## src/rtl/mmio_pkg.sv

```systemverilog
// rtl/mmio_pkg.sv - MMIO register offsets and control-word bit positions
package mmio_pkg;

    localparam logic [7:0] MMIO_CTRL   = 8'h00;
    localparam logic [7:0] MMIO_RXDATA = 8'h04;
    localparam logic [7:0] MMIO_TXDATA = 8'h08;
    localparam logic [7:0] MMIO_CYCLE  = 8'h10;
    localparam logic [7:0] MMIO_INSTR  = 8'h14;
    localparam logic [7:0] MMIO_CNTRST = 8'h18;

    localparam int TX_NOT_FULL  = 0;
    localparam int RX_NOT_EMPTY = 1;
    localparam int TX_OVF       = 2;

endpackage

```

## src/rtl/sync_fifo.sv

```systemverilog
// rtl/sync_fifo.sv - single-clock first-word-fall-through FIFO
module sync_fifo #(
    parameter int WIDTH = 8,
    parameter int DEPTH = 8
) (
    input  logic                     clk,
    input  logic                     rst,
    input  logic                     push,
    input  logic [WIDTH-1:0]         din,
    input  logic                     pop,
    output logic [WIDTH-1:0]         dout,
    output logic                     full,
    output logic                     empty,
    output logic [$clog2(DEPTH):0]   count
);

    localparam int AW = $clog2(DEPTH);

    logic [WIDTH-1:0] mem [DEPTH];
    logic [AW-1:0]    wr_ptr;
    logic [AW-1:0]    rd_ptr;
    logic             do_push;
    logic             do_pop;

    assign full  = (count == (AW+1)'(DEPTH));
    assign empty = (count == '0);
    assign dout  = mem[rd_ptr];

    // A full FIFO still takes a push when the same cycle frees a slot.
    assign do_pop  = pop && !empty;
    assign do_push = push && (!full || do_pop);

    always_ff @(posedge clk) begin
        if (do_push) begin
            mem[wr_ptr] <= din;
        end
    end

    always_ff @(posedge clk) begin
        if (rst) begin
            wr_ptr <= '0;
            rd_ptr <= '0;
            count  <= '0;
        end else begin
            if (do_push) begin
                wr_ptr <= wr_ptr + 1'b1;
            end
            if (do_pop) begin
                rd_ptr <= rd_ptr + 1'b1;
            end
            case ({do_push, do_pop})
                2'b10:   count <= count + 1'b1;
                2'b01:   count <= count - 1'b1;
                default: count <= count;
            endcase
        end
    end

endmodule

```

## src/rtl/mmio_unit.sv

```systemverilog
// rtl/mmio_unit.sv - MMIO window with cycle/instr counters and UART TX/RX FIFOs
module mmio_unit
    import mmio_pkg::*;
#(
    parameter int          FIFO_DEPTH = 8,
    parameter logic [31:0] BASE_ADDR  = 32'h8000_0000
) (
    input  logic        clk,
    input  logic        rst,
    input  logic        req_valid,
    input  logic        req_we,
    input  logic [31:0] req_addr,
    input  logic [31:0] req_wdata,
    input  logic        kill,
    input  logic        inst_retire,
    output logic        hit,
    output logic [31:0] rdata,
    output logic        rdata_valid,
    output logic [7:0]  uart_tx_data,
    output logic        uart_tx_valid,
    input  logic        uart_tx_ready,
    input  logic [7:0]  uart_rx_data,
    input  logic        uart_rx_valid,
    output logic        uart_rx_ready
);

    localparam int CW = $clog2(FIFO_DEPTH) + 1;

    logic [7:0]    offset;
    logic          accept;
    logic          load_acc;
    logic          tx_push_req;
    logic          rx_pop_req;
    logic          ctrl_rd;
    logic          cnt_clr;
    logic          tx_pop;
    logic          tx_full;
    logic          tx_empty;
    logic          rx_full;
    logic          rx_empty;
    logic [7:0]    rx_head;
    logic [CW-1:0] tx_count;
    logic [CW-1:0] rx_count;
    logic          tx_ovf;
    logic [31:0]   cycle_counter;
    logic [31:0]   instr_counter;
    logic [31:0]   ctrl_word;
    logic [31:0]   load_data;
    logic          unused_bits;

    assign offset      = req_addr[7:0];
    assign hit         = req_valid && (req_addr[31:8] == BASE_ADDR[31:8]);
    assign accept      = hit && !kill;
    assign load_acc    = accept && !req_we;
    assign ctrl_rd     = load_acc && (offset == MMIO_CTRL);
    assign rx_pop_req  = load_acc && (offset == MMIO_RXDATA);
    assign tx_push_req = accept && req_we && (offset == MMIO_TXDATA);
    assign cnt_clr     = accept && req_we && (offset == MMIO_CNTRST);

    assign uart_tx_valid = !tx_empty;
    assign uart_rx_ready = !rx_full;
    assign tx_pop        = uart_tx_valid && uart_tx_ready;
    assign unused_bits   = ^{req_wdata[31:8], tx_count, rx_count};

    sync_fifo #(.WIDTH(8), .DEPTH(FIFO_DEPTH)) u_tx_fifo (
        .clk   (clk),
        .rst   (rst),
        .push  (tx_push_req),
        .din   (req_wdata[7:0]),
        .pop   (tx_pop),
        .dout  (uart_tx_data),
        .full  (tx_full),
        .empty (tx_empty),
        .count (tx_count)
    );

    sync_fifo #(.WIDTH(8), .DEPTH(FIFO_DEPTH)) u_rx_fifo (
        .clk   (clk),
        .rst   (rst),
        .push  (uart_rx_valid && uart_rx_ready),
        .din   (uart_rx_data),
        .pop   (rx_pop_req),
        .dout  (rx_head),
        .full  (rx_full),
        .empty (rx_empty),
        .count (rx_count)
    );

    always_comb begin
        ctrl_word               = '0;
        ctrl_word[TX_NOT_FULL]  = !tx_full;
        ctrl_word[RX_NOT_EMPTY] = !rx_empty;
        ctrl_word[TX_OVF]       = tx_ovf;
    end

    always_comb begin
        load_data = '0;
        case (offset)
            MMIO_CTRL:   load_data = ctrl_word;
            MMIO_RXDATA: load_data = rx_empty ? 32'h0 : {24'h0, rx_head};
            MMIO_CYCLE:  load_data = cycle_counter;
            MMIO_INSTR:  load_data = instr_counter;
            default:     load_data = '0;
        endcase
    end

    always_ff @(posedge clk) begin
        if (rst) begin
            rdata       <= '0;
            rdata_valid <= 1'b0;
        end else begin
            rdata_valid <= load_acc;
            if (load_acc) begin
                rdata <= load_data;
            end
        end
    end

    // Overflow is sticky until software reads the control word.
    always_ff @(posedge clk) begin
        if (rst) begin
            tx_ovf <= 1'b0;
        end else if (tx_push_req && tx_full && !tx_pop) begin
            tx_ovf <= 1'b1;
        end else if (ctrl_rd) begin
            tx_ovf <= 1'b0;
        end
    end

    always_ff @(posedge clk) begin
        if (rst || cnt_clr) begin
            cycle_counter <= '0;
            instr_counter <= '0;
        end else begin
            cycle_counter <= cycle_counter + 32'd1;
            if (inst_retire) begin
                instr_counter <= instr_counter + 32'd1;
            end
        end
    end

endmodule

```

## config.mk

```make
export PLATFORM = sky130hd
export DESIGN_NAME = mmio_unit
export DESIGN_NICKNAME = d
export VERILOG_FILES = /design/src/rtl/mmio_pkg.sv /design/src/rtl/sync_fifo.sv /design/src/rtl/mmio_unit.sv
export SDC_FILE = /design/constraint.sdc
export NUM_CORES = 1
export LEC_CHECK = 0
export ABC_AREA = 0
export CORE_MARGIN = 3
export CORE_UTILIZATION = 60
export CTS_CLUSTER_SIZE = 8
export DETAILED_ROUTE_END_ITERATION = 12
export PLACE_DENSITY = 0.89
export SLEW_MARGIN = 20
export SYNTH_ARGS = -nofsm -noshare
export SYNTH_HDL_FRONTEND = slang
export SYNTH_SLANG_ARGS = --single-unit
```

## constraint.sdc

```tcl
create_clock -name clk -period 5.75 [get_ports clk]
set_clock_uncertainty 0.05 [all_clocks]
set_input_delay 1.4375 -clock clk [delete_from_list [all_inputs] [get_ports clk]]
set_output_delay 1.4375 -clock clk [all_outputs]
set_load 0.005 [all_outputs]
```

# --- After elaboration in Yosys (flattened, before gate mapping) ---
# Memories as Yosys holds them, arrays and structs flattened. A register that Yosys moved wholly into a read port is not among the register bits.
# Cells that the tools add are included.
op_classes:
  n_addsub: 10
  mul: 0
  div: 0
  magnitude_cmp: 0
  eq_ne: 12
  shifts: 0
  mux: 14
  bitwise: 0
  reduce_logical: 32
op_table:
  columns: ["op", "count"]
  rows:
  - ["$pmux 32 s4", 1]
  - ["$add 32x1->32 const B", 2]
  - ["$eq 24x24->1 const B", 1]
  - ["$eq 8x5->1 const B", 3]
  - ["$logic_and 1x1->1", 16]
  - ["$pmux 4 s2", 2]
  - ["$add 3x1->3 const B", 4]
  - ["$mux 3", 4]
  - ["$add 4x1->4 const B", 2]
  - ["$eq 4x4->1 const B", 2]
  - ["$eq 8x3->1 const B", 1]
  - ["$eq 8x4->1 const B", 1]
  - ["$logic_not 4->1", 2]
  - ["$logic_not 8->1", 1]
  - ["$mux 8", 1]
  - ["$sub 4x1->4 const B", 2]
  - ["$logic_not 1->1", 7]
  - ["$mux 1", 6]
  - ["$reduce_bool 2->1", 3]
  - ["$eq 2x1->1 const B", 2]
  - ["$eq 2x2->1 const B", 2]
  - ["$logic_or 1x1->1", 3]
totals:
  regBits: 118
  latchBits: 0
  mem_bits_rw: 128
  rom_bits: 0
  output_inout_bits: 44
  wordCells: 81
  mem_count: 2
memory_table:
  columns: ["memory", "words", "word_bits", "read_ports", "rd_ports_with_merged_regs", "write_ports", "line_no", "rtl"]
  rows:
  - ["u_rx_fifo.mem", 8, 8, 1, 1, 1, "sync_fifo.sv:19", "logic [WIDTH-1:0] mem [DEPTH];"]
  - ["u_tx_fifo.mem", 8, 8, 1, 1, 1, "sync_fifo.sv:19", null]

# --- Logic depth before layout (Yosys ltp) ---
# Gate-level depths: netlist (run 1).
depth:
  depth_word: 10
  ltp_mapped: 12
  depth_no_buf: 11

# --- By module ---
# A second synthesis (run 1) with hierarchy kept.
hier_totals:
  hier_cells: 883
  area_unflattened_um2: 11436.0
by_module_without_submodules:
  columns: ["module", "n_inst", "cells_each", "area_per_inst_um2", "seq_area_each_um2"]
  rows:
  - ["sync_fifo", 2, 179, 3215.6, 2182.1]
  - ["mmio_unit", 1, 525, 5004.8, 1961.9]

# --- Worst setup path after synthesis (run 1) ---
# OpenSTA, ideal clock, no wires.
synth_path:
  path_kind: "input -> register"
  from: "input port req_addr[5]"
  to: "register u_tx_fifo.count[2]"
  setup_ns: 0.071
  arrival_time_ns: 3.876
  t_required_ns: 5.629
  path_slack_ns: 1.754
  stages: 11
  n_path_buf: 0
  path_cell_list: "nor4_1 -> inv_1 -> nor4_4 -> inv_1 -> ha_1 -> xor2_1 -> ha_1 -> a21oi_1 -> xor2_1 -> or3_1 -> a21oi_1"
synth_between:
  elab_chain_cells: 5
synth_lines:
  columns: ["item", "line_no", "rtl"]
  rows:
  - ["from (decl)", "mmio_unit.sv:12", "input logic [31:0] req_addr,"]
  - ["$eq 8x4->1 (*)", "mmio_unit.sv:57", "assign tx_push_req = accept && req_we && (offset == MMIO_TXDATA);"]
  - ["$logic_and 1x1->1 (*)", "mmio_unit.sv:57", null]
  - ["$logic_and 1x1->1 (*)", "sync_fifo.sv:31", "assign do_push = push && (!full || do_pop);"]
  - ["$eq 2x1->1 / $eq 2x2->1 (equally long branches)", "sync_fifo.sv:51", "case ({do_push, do_pop})"]
  - ["$pmux 4 s2 / $reduce_bool 2->1 (equally long branches)", null, null]
  - ["to (signal assigned)", "sync_fifo.sv:52", "2'b10: count <= count + 1'b1;"]
  - ["to (signal assigned)", "sync_fifo.sv:53", "2'b01: count <= count - 1'b1;"]
  - ["to (signal assigned)", "sync_fifo.sv:54", "default: count <= count;"]
  - ["to (decl)", "sync_fifo.sv:14", "output logic [$clog2(DEPTH):0] count"]
# Mark *: on every way between the ends. The rest lies on a longest branch, timed or not.
# A chain may end at the register's enable or synchronous reset.

# --- Worst setup path after layout (run 1) ---
layout_path:
  from: "input port req_addr[29]"
  to: "output port hit"
layout_between:
  elab_chain_cells: 2
layout_lines:
  columns: ["item", "line_no", "rtl"]
  rows:
  - ["$eq 24x24->1", "mmio_unit.sv:52", "assign hit = req_valid && (req_addr[31:8] == BASE_ADDR[31:8]);"]
  - ["$logic_and 1x1->1", "mmio_unit.sv:52", null]
  - ["to (decl)", "mmio_unit.sv:16", "output logic hit,"]
# Every way passes these cells.

==> impl_results.md, run 1 <==
* Core Area at 0.01688 sq mm
* Reg2Reg Depth at 11
* Seq cells post-synth at 252
* CP endpoint kind: output port
* Met3 GRT Util at 0.06172
* Synthesis warning total at 0
* MaxCap Viol Count at 0
* F_max at 0.2012 GHz
* Hold/Removal Path Class: flip-flop to flip-flop
* Relative max-transition margin at 0.2842
* Fin crit share at 0.8644
* Grt peak-use layer: met2
* Syn Std Cell Area at 0.01056 sq mm
* Die area at 0.01923 sq mm
* Worst r2r src: u_tx_fifo.count[0]
* Later-pin clock latency in the skew report at 0.50 ns
* Slew @ Worst Pin at 1.074 ns
* CTS root buf: clkbuf_16
* Post-CTS sizing at 0
* Net count after synthesis at 954
* Startpoint Class: input pin
* R2R Path End: u_tx_fifo.count[2]
* Unique masters post-synth at 47
* GRT Total Usage at 0.2489
* Starting Density at 0.6256
* Min Hold Slack at 0.4307 ns
* CTS Buf Count at 37
* Final Non-Filler Cells at 1214
* PD cells at 311.1 mW/mm^2
* Seq/Total Area, Yosys at 0.5991
* Count of final setup violators at 0
* Die X at 138.7 microns
* Crit path arrival time at 3.48 ns
* Routability cong. at 0.8218
* FP Rows at 47
* Fin crit period at 4.970 ns
* CP Launch Point: req_addr[29]
* Drt pass-1 iters at 5
* PortBufs at 99
* Vias at 7310
* Total power at 3985 uW
* Hold path depth at 1
* Final Util at 0.7591
* Met1 usage at 0.3002
* WHS Endpoint: cycle_counter[0]
* Fill cell count at 980
* Gate Count Post-Synth at 862
* Outcome: completed
* Inst Count DP at 1154
* Routed Wire Length at 24030 microns
* # IOs at 124
* Htree depth at 2
* Final ANT Viol Nets at 0
* Sink Count at 252
* Slew Viols, Final at 0
* Mux share of post-synthesis cell area at 0.09622
* Max FO, Critical Path at 5
* Detailed placer's ending HPWL at 15480 microns
* Reg clk slew, reported paths at 0.05 ns
* Met2 Use GR at 0.4409
* Min-Delay Startpoint: cycle_counter[0]
* Syn avg cell area at 12.25 sq um
* Simple-Gate Fraction of Synth Area at 0.1485
* Postcts setup bufs at 0
* Drt initial violations at 707
* Die Span Y at 138.7 microns
* WP data required at 4.26 ns
* Clock Path Buffers at 3
* Vias/cell at 6.021
* GR Overflow Total at 0
* R2r setup slk at 2.72 ns
* Endpoints failing hold at 0
* Initial antenna violation count at 0
* Compound-Gate Fraction of Synth Area at 0.06541
* Avg WL per Cell at 19.79 microns
* Peak VDD IR at 0.3458 mV
* Hold buffer count at cts at 0
* Largest family of logic cells by synthesized area: simple AND/OR/NAND/NOR gates
* Synth Area in XOR/XNOR at 0.05309
* CP Class: input pin to output port
* Adder-Cell Fraction of Synth Area at 0.01422
* RSZ-0062 raised after global routing: false
* Lkg Pwr at 0.004176 uW
* CTS tree: yes
* Post-route DRC violation count at 0
* Ant. Diodes at 0
* Largest net degree at the start of global routing at 58
* Vias in the first global route at 7379
* Global-route wire length before repair at 38870 microns
* Final net count at 1065
* Proportion of layout cells with a drive suffix above 1 at 0.1207
* Area growth from synthesis to layout at 21.33%
* Setup TNS Final at 0 ns
==> critical path, cell delays in order <==
cell and delay, ns:
clkdlybuf4s50_1 0.40, nor4b_1 0.47, nand3_1 0.45, nor2_1 0.19, clkdlybuf4s50_1 0.52
==> cells in the mapped netlist (all sizes together) <==
library cell  instances  share of area
a221oi                7         0.0058
dfxtp               124           0.24
nor4b                 3         0.0031
nor3                 31          0.015
mux2i                 7         0.0066
nand3                29          0.014
a21oi                22          0.010
nand4b                2         0.0017
o21ba                 1        0.00095
ha                   12          0.014
o21a                  2         0.0014
and3                 12         0.0071
mux4                 32          0.068
a22oi                25          0.018
and3b                 1        0.00083
nand2                33          0.012
nor4bb                2         0.0019
a21o                  3         0.0021
xnor2                35          0.029
nor4                 11         0.0094
o211ai                1        0.00071
o31ai                 1        0.00071
o21bai                1        0.00071
xor2                 29          0.024
and2                  4         0.0024
a2111oi               1        0.00083
a211oi               25          0.018
edfxtp              128           0.36
buf                  22         0.0096
and4                  8         0.0066
nand4                19          0.011
o21ai                13         0.0062
nand2b                7         0.0041
mux2                 20          0.021
inv                  18         0.0064
or3                  10         0.0064
or2                   1        0.00059
nor2                131          0.047
or4                   6         0.0043
clkbuf               21         0.0075
or4b                  1        0.00095
nand3b                1        0.00071
==> routing by layer <==
metal / vias up / wire length, microns
li1: 3427 / -
met1: 3541 / 9206
met2: 292 / 12650
met3: 50 / 1633
met4: 0 / 537
met5: - / 0
==> layout make-up <==
class	instances	area, sq um	area share
multi-input cells	549	3991	0.3116
clock inverters	2	17.52	0.001367
inverters	18	67.56	0.005274
flip-flops and latches	252	6327	0.4939
clock buffers	58	1026	0.08009
well taps	220	275.3	0.02149
repair buffers	115	1106	0.08634
==> metrics by stage <==
stage          worst slack [ns]  instance area, sq um
2_1_floorplan             1.754                 10560
3_3_place_gp             0.8570                 11770
4_1_cts                  0.7559                 12810
6_report                 0.7799                 12810
5_1_grt                  0.6205                 12810
3_5_place_dp             0.7480                 11770
==> state kept, by name, summed over array words and instances, names as in the netlist, 4 cells and up, named ones only <==
signal	flops
u_rx_fifo.mem	64
u_tx_fifo.mem	64
cycle_counter	32
instr_counter	32
rdata	32
u_rx_fifo.count	4
u_tx_fifo.count	4
==> power breakdown <==
| group | switching [uW] | internal (uW) | leakage (uW) | total, uW |
|---|---|---|---|---|
| registers | 13.5 | 1910 | 0.00216 | 1920 |
| logic | 62.2 | 58.7 | 0.00152 | 121 |
| clock network | 731 | 1210 | 0.000501 | 1940 |
| total | 806 | 3180 | 0.00418 | 3980 |
==> worst max-delay path by stage <==
stage	slack [ns]	to
floorplan	1.75	u_tx_fifo.count[2]
global placement	0.86	hit
detailed placement	0.75	hit
CTS	0.76	hit
global route	0.62	hit
finish	0.78	hit
==> cell usage in the layout, fill, tap and decap left out, types with 20 or more instances in the layout <==
master           count
a21oi_1             22
nand3_1             28
mux4_2              32
clkbuf_1            20
dfxtp_1            123
clkdlybuf4s50_1     98
xnor2_1             35
a211oi_1            25
edfxtp_1           128
a22oi_1             25
nor3_1              30
nor2_1             131
mux2_2              20
clkbuf_16           38
nand2_1             33
xor2_1              29
==> cells by family (layout without fill, tap and decap cells) <==
| kind of cell | count (synthesis) | count (layout) |
|---|---|---|
| AO/OA/AOI/OAI | 102 | 102 |
| XOR/XNOR | 64 | 64 |
| adder cells (fa/ha/maj) | 12 | 12 |
| buffers and inverters | 61 | 193 |
| flip-flops | 252 | 252 |
| multiplexers | 59 | 59 |
| AND/OR/NAND/NOR | 312 | 312 |
Note: power is estimated with default switching activity, not from simulation.
==> run 2: changes to the inputs <==
SLEW_MARGIN = unset   (was 20)
==> run 2 against run 1 <==
  * Wire length shrank 0.31%
  * Global-route usage is the same
  * Flip-flop and latch count is the same
  * Fmax is essentially flat
  * Worst hold slack lost 0.0026 ns
  * Total power is essentially flat
  * Final cell count is the same
  * Critical path depth is the same
  * Sequential power is essentially flat
  * Setup slack lost 0.0023 ns
  * Final area is essentially flat
  * Sequential share of layout area is essentially flat
  * Critical endpoint unchanged
==> impl_results.md, run 2 (synthesis gave the netlist of run 1 again) <==
* Outcome: completed
* WP data required at 4.26 ns
* Drt initial violations at 634
* Seq pwr share at 0.483
* Cell with the most instances on the worst path: clkdlybuf4s50_1
* CTS Buf Count at 37
* Final net count at 1065
* Crit path arrival time at 3.48 ns
* Pint at 3179 uW
* Sw Pwr at 803.2 uW
* Starting Density at 0.6256
* Htree depth at 2
* CP bufs+invs at 2
* Peak VDD IR at 0.3453 mV
* Vias/cell at 6.015
* Final ANT Viol Nets at 0
* Fin crit period at 4.972 ns
* Setup TNS Final at 0 ns
* Area growth from synthesis to layout at 21.32%
* Clock Path Buffers at 3
* Most common cell after layout, fill and taps aside: nor2_1
* Global-route wire length before repair at 38870 microns
* PortBufs at 99
* Fill cell count at 980
* Inst Count DP at 1154
* Avg WL per Cell at 19.73 microns
* Die X at 138.7 microns
* Largest net degree at the start of global routing at 58
* Met2 Use GR at 0.4409
* # IOs at 124
* Die Span Y at 138.7 microns
* GRT Total Usage at 0.2489
* Cell Chain, Critical Path: clkdlybuf4s50_1 > nor4b_1 > nand3_1 > nor2_1 > clkdlybuf4s50_1
* Sink Count at 252
* CTS root buf: clkbuf_16
* Vias at 7302
* Final Non-Filler Cells at 1214
* Lkg Pwr at 0.004176 uW
* Largest registers: u_rx_fifo.mem (64), u_tx_fifo.mem (64)
* Multi-input logic area at 0.003991 sq mm
* Proportion of layout cells with a drive suffix above 1 at 0.1197
* CP Class: input pin to output port
* Startpoint Class: input pin
* PD cells at 310.9 mW/mm^2
* Initial antenna violation count at 0
* Hold buffer count at cts at 0
* Relative max-transition margin at 0.2813
* Routed Wire Length at 23950 microns
* Max FO, Critical Path at 5
* Core Area at 0.01688 sq mm
* GR Overflow Total at 0
* Endpoints failing hold at 0
* Later-pin clock latency in the skew report at 0.50 ns
* Comb pwr share at 0.030
* Slew Viols, Final at 0
* Setup ws final at 0.7776 ns
* Drt pass-1 iters at 5
* FP Rows at 47
* Delay-heaviest family, CP: simple AND/OR/NAND/NOR gates
* Postcts setup bufs at 0
* Die area at 0.01923 sq mm
* Most frequent cells in the layout: 131 x nor2_1, 128 x edfxtp_1, 124 x dfxtp_1, 98 x clkdlybuf4s50_1, 38 x clkbuf_16
* Met1 usage at 0.3002
* MaxCap Viol Count at 0
* Vias in the first global route at 7379
* Hold/Removal Path Class: flip-flop to flip-flop
* Worst path max stage delay at 0.52 ns
* Post-route DRC violation count at 0
* Switching portion of total power at 0.2017
* Detailed placer's ending HPWL at 15480 microns
* Met3 GRT Util at 0.06172
* Post-CTS sizing at 0
* Reg clk slew, reported paths at 0.05 ns
* CP endpoint kind: output port
* Max stage delay cell, worst path: clkdlybuf4s50_1
* F_max at 0.2011 GHz
* Count of final setup violators at 0
* RSZ-0062 raised after global routing: false
* Pre-CTS setup slack at 0.7480 ns
* Slew @ Worst Pin at 1.078 ns
* Fin crit share at 0.8648
* CTS tree: yes
* Clock Power Share at 0.487
* Routability cong. at 0.8218
* Reg area at 0.006326 sq mm
* Ant. Diodes at 0
* Grt peak-use layer: met2
## run 2: cell counts in the layout (fill, tap and decap cells not counted)
Identical to the previous run, type by type.
## run 2: final cells by class
type | count | share of cell area
tap | 220 | 0.02149
sequential | 252 | 0.4938
clock buffer | 58 | 0.08009
timing repair buffer | 115 | 0.08634
inverter | 18 | 0.005274
clock inverter | 2 | 0.001367
multi-input combinational | 549 | 0.3116
## run 2: path summary, 6_finish.rpt
kind	cells past startpoint	start	end	slack (ns)
setup reg to reg	11	u_tx_fifo.count[0]	u_tx_fifo.count[2]	2.71
hold / removal	1	cycle_counter[0]	cycle_counter[0]	0.43
setup / recovery	5	req_addr[29]	hit	0.78
hold reg to reg	1	cycle_counter[0]	cycle_counter[0]	0.43
## run 2: power by group through the flow
stage	logic [uW]	registers, uW	clock network, uW
2_1_floorplan	49.9	1950	0
3_3_place_gp	114	1950	0
3_5_place_dp	119	1950	0
4_1_cts	121	1920	1960
5_1_grt	130	1920	2050
6_report	121	1920	1940
## run 2: per-layer routing
metal / vias to the layer above / wire (microns) / part of all wire
met3: 48 / 1528 / 0.064
met2: 272 / 12580 / 0.53
li1: 3424 / - / -
met4: 0 / 525 / 0.022
met5: - / 0 / 0
met1: 3558 / 9322 / 0.39
## run 2: through the flow
| stage | utilization | total power, uW | hold WS [ns] | area (sq um) |
|---|---|---|---|---|
| finish | 0.7590 | 3982 | 0.4280 | 12810 |
| global route | 0.7590 | 4098 | 0.4711 | 12810 |
| CTS | 0.7590 | 4006 | 0.4230 | 12810 |
| detailed placement | 0.6972 | 2074 | 0.4112 | 11770 |
| global placement | 0.6972 | 2067 | 0.4022 | 11770 |
| floorplan | - | 2000 | 0.3874 | 10560 |
## run 2: worst reg2reg max path: cells and delay by family, from the launching register on
kind	cells	cell delay, ns
DFF	1	0.37
xor gates and xnor gates	2	0.32
buffers and inverters	1	0.12
adders and majority gates	2	0.42
AOI/OAI and AO/OA	3	0.50
and+or+nand+nor	3	1.16
==> run 3: changes to the inputs <==
GPL_ROUTABILITY_DRIVEN = 0   (was unset)
RECOVER_POWER = 50   (was unset)
==> run 3 against run 2 <==
  * First-iteration DRC count grew 25%
  * Clock power is essentially flat
  * Fmax is essentially flat
  * Critical path depth stayed put
  * Die area is the same
  * Final cell count is the same
  * Register-to-register slack hardly changed
  * Flip-flop and latch count unchanged
  * Largest power group unchanged
  * Highest routed layer unchanged
==> impl_results.md, run 3 (synthesis gave the netlist of run 1 again) <==
* Clock Path Buffers at 3
* Crit path arrival time at 3.48 ns
* Peak VDD IR at 0.3448 mV
* Met2 WL at 12600 microns
* GR Overflow Total at 0
* GRT Total Usage at 0.2489
* CTS Buf Count at 37
* Final net count at 1065
* Fill cell count at 984
* Endpoints failing hold at 0
* Fin crit period at 4.971 ns
* Drt initial violations at 790
* Ant. Diodes at 0
* CP endpoint kind: output port
* Most common cell after layout, fill and taps aside: nor2_1
* Largest net degree at the start of global routing at 58
* Setup TNS Final at 0 ns
* Min-Delay Startpoint: cycle_counter[0]
* F_max at 0.2012 GHz
* Final ANT Viol Nets at 0
* Drt pass-1 iters at 5
* Count of final setup violators at 0
* Wl on met1 at 9339 microns
* Die area at 0.01923 sq mm
* Slew @ Worst Pin at 1.080 ns
* Setup ws final at 0.7791 ns
* Hold buffer count at cts at 0
* Max Used Layer: met4
* Avg WL per Cell at 19.79 microns
* Post-CTS sizing at 0
* PD cells at 310.9 mW/mm^2
* Worst r2r src: u_tx_fifo.count[0]
* Reg clk slew, reported paths at 0.05 ns
* Postcts setup bufs at 0
* Slew Viols, Final at 0
* Pre-CTS setup slack at 0.7480 ns
* Die Span Y at 138.7 microns
* MaxCap Viol Count at 0
* PortBufs at 99
* Starting Density at 0.6256
* CTS root buf: clkbuf_16
* Detailed placer's ending HPWL at 15480 microns
* Largest registers: u_rx_fifo.mem (64), u_tx_fifo.mem (64)
* Global-route wire length before repair at 38870 microns
* Lkg Pwr at 0.004287 uW
* Proportion of layout cells with a drive suffix above 1 at 0.1177
* Max FO, Critical Path at 5
* Outcome: completed
* Startpoint Class: input pin
* CP Class: input pin to output port
* Hold path depth at 1
* Reg2Reg Depth at 11
* # IOs at 124
* Core Area at 0.01688 sq mm
* Later-pin clock latency in the skew report at 0.50 ns
* Met3 wire len at 1567 microns
* CP Launch Point: req_addr[29]
* FP Rows at 47
* RSZ-0062 raised after global routing: false
* R2r setup slk at 2.72 ns
* Sink Count at 252
* CTS tree: yes
* Routed Wire Length at 24030 microns
* Vias in the first global route at 7379
* Fin crit share at 0.8645
* Area growth from synthesis to layout at 21.25%
* Die X at 138.7 microns
* Initial antenna violation count at 0
* Htree depth at 2
* Post-route DRC violation count at 0
* WP data required at 4.26 ns
* Hold/Removal Path Class: flip-flop to flip-flop
* Vias/cell at 5.994
* Vias at 7277
* Most frequent cells in the layout: 131 x nor2_1, 128 x edfxtp_1, 124 x dfxtp_1, 50 x dlygate4sd3_1, 48 x clkdlybuf4s50_1
* Relative max-transition margin at 0.2801
==> run 3: layout make-up <==
| cell class | instances | area, sq um | share of cell area |
|---|---|---|---|
| tap | 220 | 275.3 | 0.02150 |
| multi-input combinational | 549 | 3991 | 0.3118 |
| clock inverter | 2 | 17.52 | 0.001368 |
| timing repair buffer | 115 | 1099 | 0.08581 |
| clock buffer | 58 | 1026 | 0.08014 |
| inverter | 18 | 67.56 | 0.005278 |
| sequential | 252 | 6326 | 0.4941 |
==> run 3: where the power goes <==
| group | total [uW] | leakage, uW | switching (uW) | internal (uW) |
|---|---|---|---|---|
| Clock | 1940 | 0.000501 | 729 | 1210 |
| Combinational | 118 | 0.00163 | 62.2 | 55.5 |
| Sequential | 1920 | 0.00216 | 13.6 | 1910 |
==> run 3: metrics by stage <==
step	hold WS, ns	cells	power, uW	utilization	instance area (sq um)
5_1_grt	0.4683	1214	4095	0.7585	12800
2_1_floorplan	0.3874	862	2000	-	10560
4_1_cts	0.4230	1214	4006	0.7590	12810
3_3_place_gp	0.4022	1154	2067	0.6972	11770
3_5_place_dp	0.4112	1154	2074	0.6972	11770
6_report	0.4309	1214	3980	0.7585	12800
==> run 3: worst paths after layout <==
path,end
setup / recovery,hit
hold / removal,cycle_counter[0]
hold reg to reg,cycle_counter[0]
setup reg to reg,u_tx_fifo.count[2]
==> run 3: per-layer routing <==
| layer | track usage | vias to the layer above |
|---|---|---|
| met2 | 0.4409 | 279 |
| met4 | 0.08187 | 0 |
| met1 | 0.3002 | 3529 |
| met5 | 0 | - |
| met3 | 0.06172 | 51 |
| li1 | - | 3418 |
==> run 3: critical path: stages <==
cell and delay, ns:
clkdlybuf4s50_1 0.40, nor4b_1 0.47, nand3_1 0.45, nor2_1 0.19, clkdlybuf4s50_1 0.52
